[config.mk]
export PLATFORM = sky130hd
export DESIGN_NAME = team_05_gpio_arbiter
export DESIGN_NICKNAME = d
export VERILOG_FILES = /design/src/rtl/team_05_gpio_arbiter.sv
export SDC_FILE = /design/constraint.sdc
export NUM_CORES = 1
export LEC_CHECK = 0
export ABC_CLOCK_PERIOD_IN_PS = 4300
export CORE_AREA = 2 2 139 141
export CTS_CLUSTER_SIZE = 14
export DETAILED_ROUTE_END_ITERATION = 6
export DIE_AREA = 0 0 141 143
export PLACE_DENSITY = 0.56
export SETUP_SLACK_MARGIN = 0.2
export SYNTH_ARGS = -nofsm -noshare
export SYNTH_HDL_FRONTEND = slang
export SYNTH_SLANG_ARGS = --single-unit
[constraint.sdc]
create_clock -name clk -period 4.3 [get_ports clk]
set_clock_uncertainty 0.05 [all_clocks]
set_input_delay 1.075 -clock clk [delete_from_list [all_inputs] [get_ports clk]]
set_output_delay 1.075 -clock clk [all_outputs]
set_load 0.02 [all_outputs]
[src/rtl/team_05_gpio_arbiter.sv]
// Round-robin owner arbitration for the team_05 GPIO output bank.
// One registered owner drives the pads; a one-cycle turnaround separates owners.

module team_05_gpio_arbiter_lane #(
   parameter int WIDTH = 34
) (
   input  logic             sel,
   input  logic [WIDTH-1:0] d_out,
   input  logic [WIDTH-1:0] d_oeb,
   output logic [WIDTH-1:0] q_out,
   output logic [WIDTH-1:0] q_oeb
);
   // Unselected lanes present released pads so the bank reduces with OR/AND.
   assign q_out = sel ? d_out : '0;
   assign q_oeb = sel ? d_oeb : '1;
endmodule

module team_05_gpio_arbiter #(
   parameter int NREQ     = 4,
   parameter int WIDTH    = 34,
   parameter int MAX_HOLD = 255
) (
   input  logic                      clk,
   input  logic                      nrst,
   input  logic                      en,
   input  logic [NREQ-1:0]           req,
   input  logic [NREQ*WIDTH-1:0]     req_out,
   input  logic [NREQ*WIDTH-1:0]     req_oeb,
   output logic [NREQ-1:0]           gnt,
   output logic [$clog2(NREQ)-1:0]   owner_id,
   output logic                      busy,
   output logic                      preempt,
   output logic [WIDTH-1:0]          gpio_out,
   output logic [WIDTH-1:0]          gpio_oeb
);
   localparam int IW = $clog2(NREQ);
   localparam int CW = $clog2(MAX_HOLD + 1);
   localparam logic [CW-1:0] HOLD_MAX = CW'(MAX_HOLD);
   localparam logic [IW-1:0] LAST     = IW'(NREQ - 1);

   typedef enum logic [1:0] {S_IDLE, S_GRANT, S_TURN} state_t;

   state_t                   state, state_n;
   logic [IW-1:0]            ptr, ptr_n, owner_n, win;
   logic [CW-1:0]            cnt, cnt_n;
   logic [NREQ-1:0]          gnt_n;
   logic                     pre_n, own_req, others;
   int                       best_d, d;

   logic [NREQ-1:0][WIDTH-1:0] out_v, oeb_v, q_out, q_oeb;
   assign out_v = req_out;
   assign oeb_v = req_oeb;

   // gnt is zero outside GRANT, so it doubles as owner mask for the hold checks.
   assign own_req = |(req & gnt);
   assign others  = |(req & ~gnt);

   // Round-robin: smallest forward distance from ptr, wrap by explicit compare.
   always_comb begin
      best_d = NREQ;
      d      = 0;
      win    = '0;
      for (int i = 0; i < NREQ; i++) begin
         if (req[i]) begin
            d = (i >= int'(ptr)) ? i - int'(ptr) : i + NREQ - int'(ptr);
            if (d < best_d) begin
               best_d = d;
               win    = IW'(i);
            end
         end
      end
   end

   always_comb begin
      state_n = state;
      owner_n = owner_id;
      ptr_n   = ptr;
      cnt_n   = cnt;
      pre_n   = 1'b0;
      if (!en) begin
         state_n = S_IDLE;
         owner_n = '0;
         cnt_n   = '0;
      end else begin
         case (state)
            S_GRANT: begin
               if (!own_req) begin
                  state_n = S_TURN;
                  owner_n = '0;
                  cnt_n   = '0;
               end else if (cnt == HOLD_MAX && others) begin
                  state_n = S_TURN;
                  owner_n = '0;
                  cnt_n   = '0;
                  pre_n   = 1'b1;
               end else if (cnt != HOLD_MAX) begin
                  cnt_n = cnt + CW'(1);
               end
            end
            default: begin
               if (|req) begin
                  state_n = S_GRANT;
                  owner_n = win;
                  ptr_n   = (win == LAST) ? '0 : win + IW'(1);
                  cnt_n   = '0;
               end else begin
                  state_n = S_IDLE;
                  owner_n = '0;
               end
            end
         endcase
      end
   end

   always_comb begin
      gnt_n = '0;
      for (int i = 0; i < NREQ; i++)
         gnt_n[i] = (state_n == S_GRANT) && (owner_n == IW'(i));
   end

   always_ff @(posedge clk or negedge nrst) begin
      if (!nrst) begin
         state    <= S_IDLE;
         owner_id <= '0;
         ptr      <= '0;
         cnt      <= '0;
         gnt      <= '0;
         busy     <= 1'b0;
         preempt  <= 1'b0;
      end else begin
         state    <= state_n;
         owner_id <= owner_n;
         ptr      <= ptr_n;
         cnt      <= cnt_n;
         gnt      <= gnt_n;
         busy     <= (state_n != S_IDLE);
         preempt  <= pre_n;
      end
   end

   for (genvar g = 0; g < NREQ; g++) begin : g_lane
      team_05_gpio_arbiter_lane #(.WIDTH(WIDTH)) u_lane (
         .sel   (gnt[g]),
         .d_out (out_v[g]),
         .d_oeb (oeb_v[g]),
         .q_out (q_out[g]),
         .q_oeb (q_oeb[g])
      );
   end

   always_comb begin
      gpio_out = '0;
      gpio_oeb = '1;
      for (int i = 0; i < NREQ; i++) begin
         gpio_out = gpio_out | q_out[i];
         gpio_oeb = gpio_oeb & q_oeb[i];
      end
   end
endmodule

# Word level (Yosys, flattened, before mapping)
# Index checks and enable logic that the tools add are counted.
# word_totals
regBits	20
inputBits	279
out_inout_bits	76
word_cells	99
# op_classes
add_sub_neg	9
n_lt_le_gt_ge	7
n_eq_ne	10
n_mux	44
bitwise_logic	10
n_reduce_logical	12
# ops
op	n
32-bit 2-to-1 mux	9
34-bit 2-to-1 mux	8
34-bit AND	3
34-bit bitwise OR	3
32-bit < comparator	2
8-bit 2-to-1 mux	6
3-bit by 32-bit < comparator with 1-bit output	1
32-bit by 4-bit < comparator with 1-bit output, second input constant	1
2-bit 2-to-1 mux	14
4-bit OR reduction	3
3-bit by 2-bit subtractor with 4-bit output, first input constant	3
8-bit by 1-bit adder with 8-bit output, second input constant	1
4-bit AND	2
8-bit == test, second input constant	1
8-bit inequality test, second input constant	1
1-bit 2-to-1 mux	7
2-bit by 1-bit == test with 1-bit output, second input constant	3
2-bit == test, second input constant	3
1-bit by 2-bit subtractor with 3-bit output, first input constant	2
2-bit by 2-bit subtractor with 3-bit output, first input constant	2
1-bit logical AND	5
5-bit inequality test, second input constant	1
1-bit by 2-bit >= comparator with 1-bit output, first input constant	2
4-bit NOT	1
other kinds (8)	8

# Depth between registers and ports, before layout
# logic_depth
depth_word	19
mapped_depth	21
ltp_nobuf	21

# Cells and area by module
# From an unflattened synthesis, not the netlist that was laid out.
# hier_totals
cells_unflattened	513
hier_area_um2	3824.9
# modules_own_cells
mod	n_inst	cells_per_inst	area_each_um2	seq_area_each_um2
team_05_gpio_arbiter_lane	4	75	479.2	0.0
team_05_gpio_arbiter	1	213	1908.1	500.5

# Worst setup path after synthesis
# No wires, ideal clock.
# synth_path
kind	input to register
start	input port req[0]
end	register gnt[3]
setup_ps	120
arrival_time_ps	4289
required_ps	4130
path_slack_ps	-159
path_stages	16
path_buffers	0
cell_sequence	ha_1 -> nand2b_1 -> o21ai_0 -> mux2i_1 -> ha_1 -> or4b_1 -> or2_4 -> o21ai_0 -> nor2_1 -> a21oi_1 -> ha_1 -> nand2b_1 -> a21oi_1 -> a311oi_2 -> o21ai_2 -> and2_2
# synth_via
elab_chain_len	15
word_cells_on_any_way	33
classes_between	order compare (3); eq/ne (2); mux (21); bitwise (2); reduce/logical (5)
# synth_lines
element	line	text
start, declared	26	input logic [NREQ-1:0] req,
32-bit 2-to-1 mux	64	if (req[i]) begin
32-bit < comparator	66	if (d < best_d) begin
32-bit 2-to-1 mux	66	
32-bit 2-to-1 mux	64	
32-bit < comparator	66	
32-bit 2-to-1 mux	66	
32-bit 2-to-1 mux	64	
3-bit by 32-bit < comparator with 1-bit output	66	
2-bit 2-to-1 mux	66	
2-bit 2-to-1 mux	64	
2-bit 2-to-1 mux	101	if (|req) begin
2-bit 2-to-1 mux (*)	85	case (state)
2-bit 2-to-1 mux (*)	80	if (!en) begin
net owner_n[0]	44	logic [IW-1:0] ptr, ptr_n, owner_n, win;
2-bit == test (*)	118	gnt_n[i] = (state_n == S_GRANT) && (owner_n == IW'(i));
1-bit logical AND (*)	118	
net gnt_n[3]	46	logic [NREQ-1:0] gnt_n;
end signal, assigned	135	gnt <= gnt_n;
end, declared	29	output logic [NREQ-1:0] gnt,
# The timed path passes the listed nets; every way through them passes the cells marked *.
# A chain may end at the register's enable or synchronous reset.

# Worst setup path in the final report
# layout_path
start	input port req[0]
end	register gnt[1]
# layout_via
elab_chain_len	15
word_cells_on_any_way	33
classes_between	order compare (3); eq/ne (2); mux (21); bitwise (2); reduce/logical (5)
# layout_lines
element	line
32-bit 2-to-1 mux	64
32-bit < comparator	66
32-bit 2-to-1 mux	66
32-bit 2-to-1 mux	64
32-bit < comparator	66
32-bit 2-to-1 mux	66
32-bit 2-to-1 mux	64
3-bit by 32-bit < comparator with 1-bit output	66
2-bit 2-to-1 mux	66
2-bit 2-to-1 mux	64
2-bit 2-to-1 mux	101
2-bit 2-to-1 mux (*)	85
2-bit 2-to-1 mux (*)	80
net owner_n[0]	44
2-bit by 1-bit == test with 1-bit output (*)	118
1-bit logical AND (*)	118
net gnt_n[1]	46
# Marked as above.

==> results by group <==
Power
  – Comb power frac: 85.3%
  – PD cells: 473 nW/um2
  – Max VDD drop: 0.217 mV
  – Clk pwr share: 6.3%
  – Sequential Power Share: 8.4%
  – Switching pwr: 1.56 mW
  – Switching part of the total: 47.0%
  – Static leakage: 2.92 nW
  – Pint: 1.77 mW

Global routing
  – Vias in the first global route: 4463
  – Total grt overflow: 0
  – Largest net degree at the start of global routing: 38
  – Initial antenna violation count: 6
  – Gr usage total: 17.7%
  – Global-route wire length before repair: 27200 um

Logic synthesis
  – Synth unique cells: 47
  – Most used DFF post-synth: dfrtp_1
  – Cell Area, Synth: 2900 um2
  – Synthesis warning total: 0
  – Seq cells post-synth: 20
  – Syn Area/Cell: 6.88 um2
  – Post-synth EDFFs: 0
  – Most frequent cells after synthesis: inv_1, a22oi_1, nand2_1
  – Post-synthesis sequential area ratio: 17.2%
  – Cells after synthesis: 422
  – Synth top area share: 18.4%
  – Syn Nets: 712
  – Leading post-synthesis cells by cell area: a22oi_1, dfrtp_1, a221oi_1, inv_1, o22ai_1
  – Count leader, synth: inv_1
  – Synth area leader: a22oi_1
  – Ys async rst share: 100%

Finish
  – Filler cells: 1935
  – Syn-to-layout area delta: 143%
  – Share of layout cells above drive strength 1: 8.12%
  – Nets@finish: 1067
  – Fin util: 37.9%

Worst hold path
  – Worst hold stages: 1
  – HP Class: reg -> reg
  – Hold endpoint: cnt[0]$_DFFE_PN0P_
  – Hold_sp: cnt[0]$_DFFE_PN0P_

Timing
  – Final Critical Period: 3.97 ns
  – Final setup TNS: 0 ns
  – Fmax: 252 MHz
  – Worst-Margin Slew: 1.10 ns
  – Ratio of final minimum period to clock period: 92.2%
  – Unrepaired setup endpoints after global routing: no
  – Max-Slew Margin vs Limit: 26.3%
  – Final setup fails: 0
  – Final Max Slew Viols: 0
  – Final hold vios: 0

Clock network
  – TritonCTS buffer count: 3
  – CTS H-Tree Depth: 1
  – Worst-skew pair later-pin latency: 0.25 ns
  – Clock Pin Slew Worst Setup and Hold Paths: 0.06 ns
  – CTS Root Cell: clkbuf_16
  – TritonCTS clock tree: yes
  – Sink Count: 20
  – Clk buf depth: 2
  – Post-CTS Hold Fix Bufs: 0

Route
  – DR WL/cell: 19.5 um
  – Post-Route WL: 19700 um
  – ANT nets after route: 0
  – Drt drc: 0
  – Mean number of vias per cell: 4.59
  – Vias: 4645
  – DRT iter0 DRCs: 121
  – First-pass DRT Iterations: 4

Setup path
  – FF-to-FF Start: ptr[1]$_DFFE_PN0P_
  – CP Capture Type: register
  – Crit path max-delay cell type: or4b_4
  – Critical path peak fanout: 5
  – Reg2reg setup slack: 0.34 ns
  – Critical path type: in -> reg
  – Worst stage delay on the critical path: 0.48 ns
  – CP Launch Type: primary input
  – Reg2Reg Depth: 18
  – Critical Path RT: 4.38 ns
  – Crit-path cells: buf_4 > ha_4 > nand2b_4 > o21ai_4 > mux2i_2 > ha_1 > or4b_4 > or2_4 > o21ai_4 > nor2_1 > a21oi_1 > ha_2 > nand2b_4 > a21oi_1 > a311oi_2 > o21ai_2 > nor2b_1
  – RR Endpoint: gnt[1]$_DFF_PN0_
  – CP Data Arrival Time: 4.05 ns

Floorplanning
  – Initial core utilization: 15.6%
  – Die height: 143 um
  – I/O pin cnt: 355
  – Chip width: 141 um
  – Row cnt: 50
  – Die Area: 20200 um2
  – Area of the core: 18600 um2

Place
  – Dpl hpwl: 16100 um
  – Gpl congestion: 0.805
  – PortBufs: 354

Status
  – Status: completed

Run
  – Max Cap Violations: 0
-- metrics by stage --
stage	instances	power, mW	hold WS [ns]	worst slack [ns]	area, um2
finish	1013	3.33	0.467	0.334	7040
global route	1011	3.54	0.512	0.177	7030
CTS	1006	3.29	0.474	0.208	6950
detailed placement	1000	3.02	0.466	-0.466	6800
global placement	1000	3.02	0.453	-0.387	6800
floorplan	422	1.67	0.426	0.201	2910
-- layer usage --
layer | routed length [um] | part of all wire, % | GRT usage, % | vias up
li1 | - | - | - | 2284
met4 | 69 | 0.35 | 1.21 | 6
met2 | 9160 | 46 | 28.8 | 226
met1 | 8800 | 45 | 24.2 | 2117
met5 | 38 | 0.19 | 0 | -
met3 | 1660 | 8.4 | 5.26 | 12
-- kinds of logic after synthesis --
kind of cell / share of synthesized area, %
AO/OA/AOI/OAI: 46.0
buffers and inverters: 15.3
flip-flops: 17.2
adder cells (fa/ha/maj): 4.74
AND/OR/NAND/NOR: 16.0
multiplexers: 0.690
-- placed cells by master (no fill, tap or decap), types with 3 or more instances in the layout --
cell type / synthesis / layout
a221oi_1: 34 / 34
and3_1: 3 / 3
buf_4: 4 / 31
nand2b_1: 8 / 6
o22ai_1: 36 / 36
dfrtp_1: 20 / 17
clkbuf_16: 0 / 3
o21ai_0: 14 / 11
ha_1: 11 / 7
nor2b_1: 4 / 4
nand2_1: 44 / 44
a21oi_1: 7 / 7
diode_2: 0 / 3
nor2_1: 8 / 8
o21a_1: 3 / 3
clkdlybuf4s50_1: 0 / 352
or3_1: 4 / 4
nand3_1: 5 / 4
dfrtp_2: 0 / 3
inv_1: 77 / 76
a22oi_1: 71 / 71
-- worst max-delay path, delay by kind of cell --
kind,cells,cell delay (ns)
AO/OA/AOI/OAI,6,0.97
AND/OR/NAND/NOR,6,1.20
buffers and inverters,1,0.14
adder cells (fa/ha/maj),3,0.56
multiplexers,1,0.10
-- registers in the layout, summed over array words and instances, names as in the netlist --
| register | flops |
|---|---|
| owner_id | 2 |
| busy | 1 |
| preempt | 1 |
| cnt | 8 |
| state | 2 |
| gnt | 4 |
| ptr | 2 |
-- area by class of cell --
cell class / count / area (um2) / area share, %
multi-input combinational: 288 / 2070 / 29.4
inverter: 79 / 297 / 4.21
antenna: 3 / 7.51 / 0.107
sequential: 20 / 504 / 7.16
tap: 234 / 293 / 4.16
clock buffer: 4 / 88.8 / 1.26
timing repair buffer: 385 / 3780 / 53.7
-- power groups by stage --
stage | clock network [mW] | registers (mW) | logic [mW]
2_1_floorplan | 0 | 0.257 | 1.41
3_3_place_gp | 0 | 0.283 | 2.74
3_5_place_dp | 0 | 0.282 | 2.74
4_1_cts | 0.214 | 0.284 | 2.80
5_1_grt | 0.221 | 0.288 | 3.03
6_report | 0.210 | 0.280 | 2.84
-- worst max path at each step --
| stage | depth (start not counted) | endpoint | slack [ns] | from |
|---|---|---|---|---|
| floorplan | 16 | gnt[3]$_DFF_PN0_ | 0.20 | req[0] |
| global placement | 18 | gnt[3]$_DFF_PN0_ | -0.39 | req[0] |
| detailed placement | 18 | gnt[3]$_DFF_PN0_ | -0.47 | req[0] |
| CTS | 18 | gnt[3]$_DFF_PN0_ | 0.21 | req[0] |
| global route | 18 | gnt[1]$_DFF_PN0_ | 0.18 | ptr[0]$_DFFE_PN0P_ |
| finish | 17 | gnt[1]$_DFF_PN0_ | 0.33 | req[0] |
-- what timing repair did --
item,CTS,global route
setup buffers,2,4
resized for setup,11,19
setup endpoints to repair,8,7
pin swaps,5,5
Power figures use the tool's default switching activity.
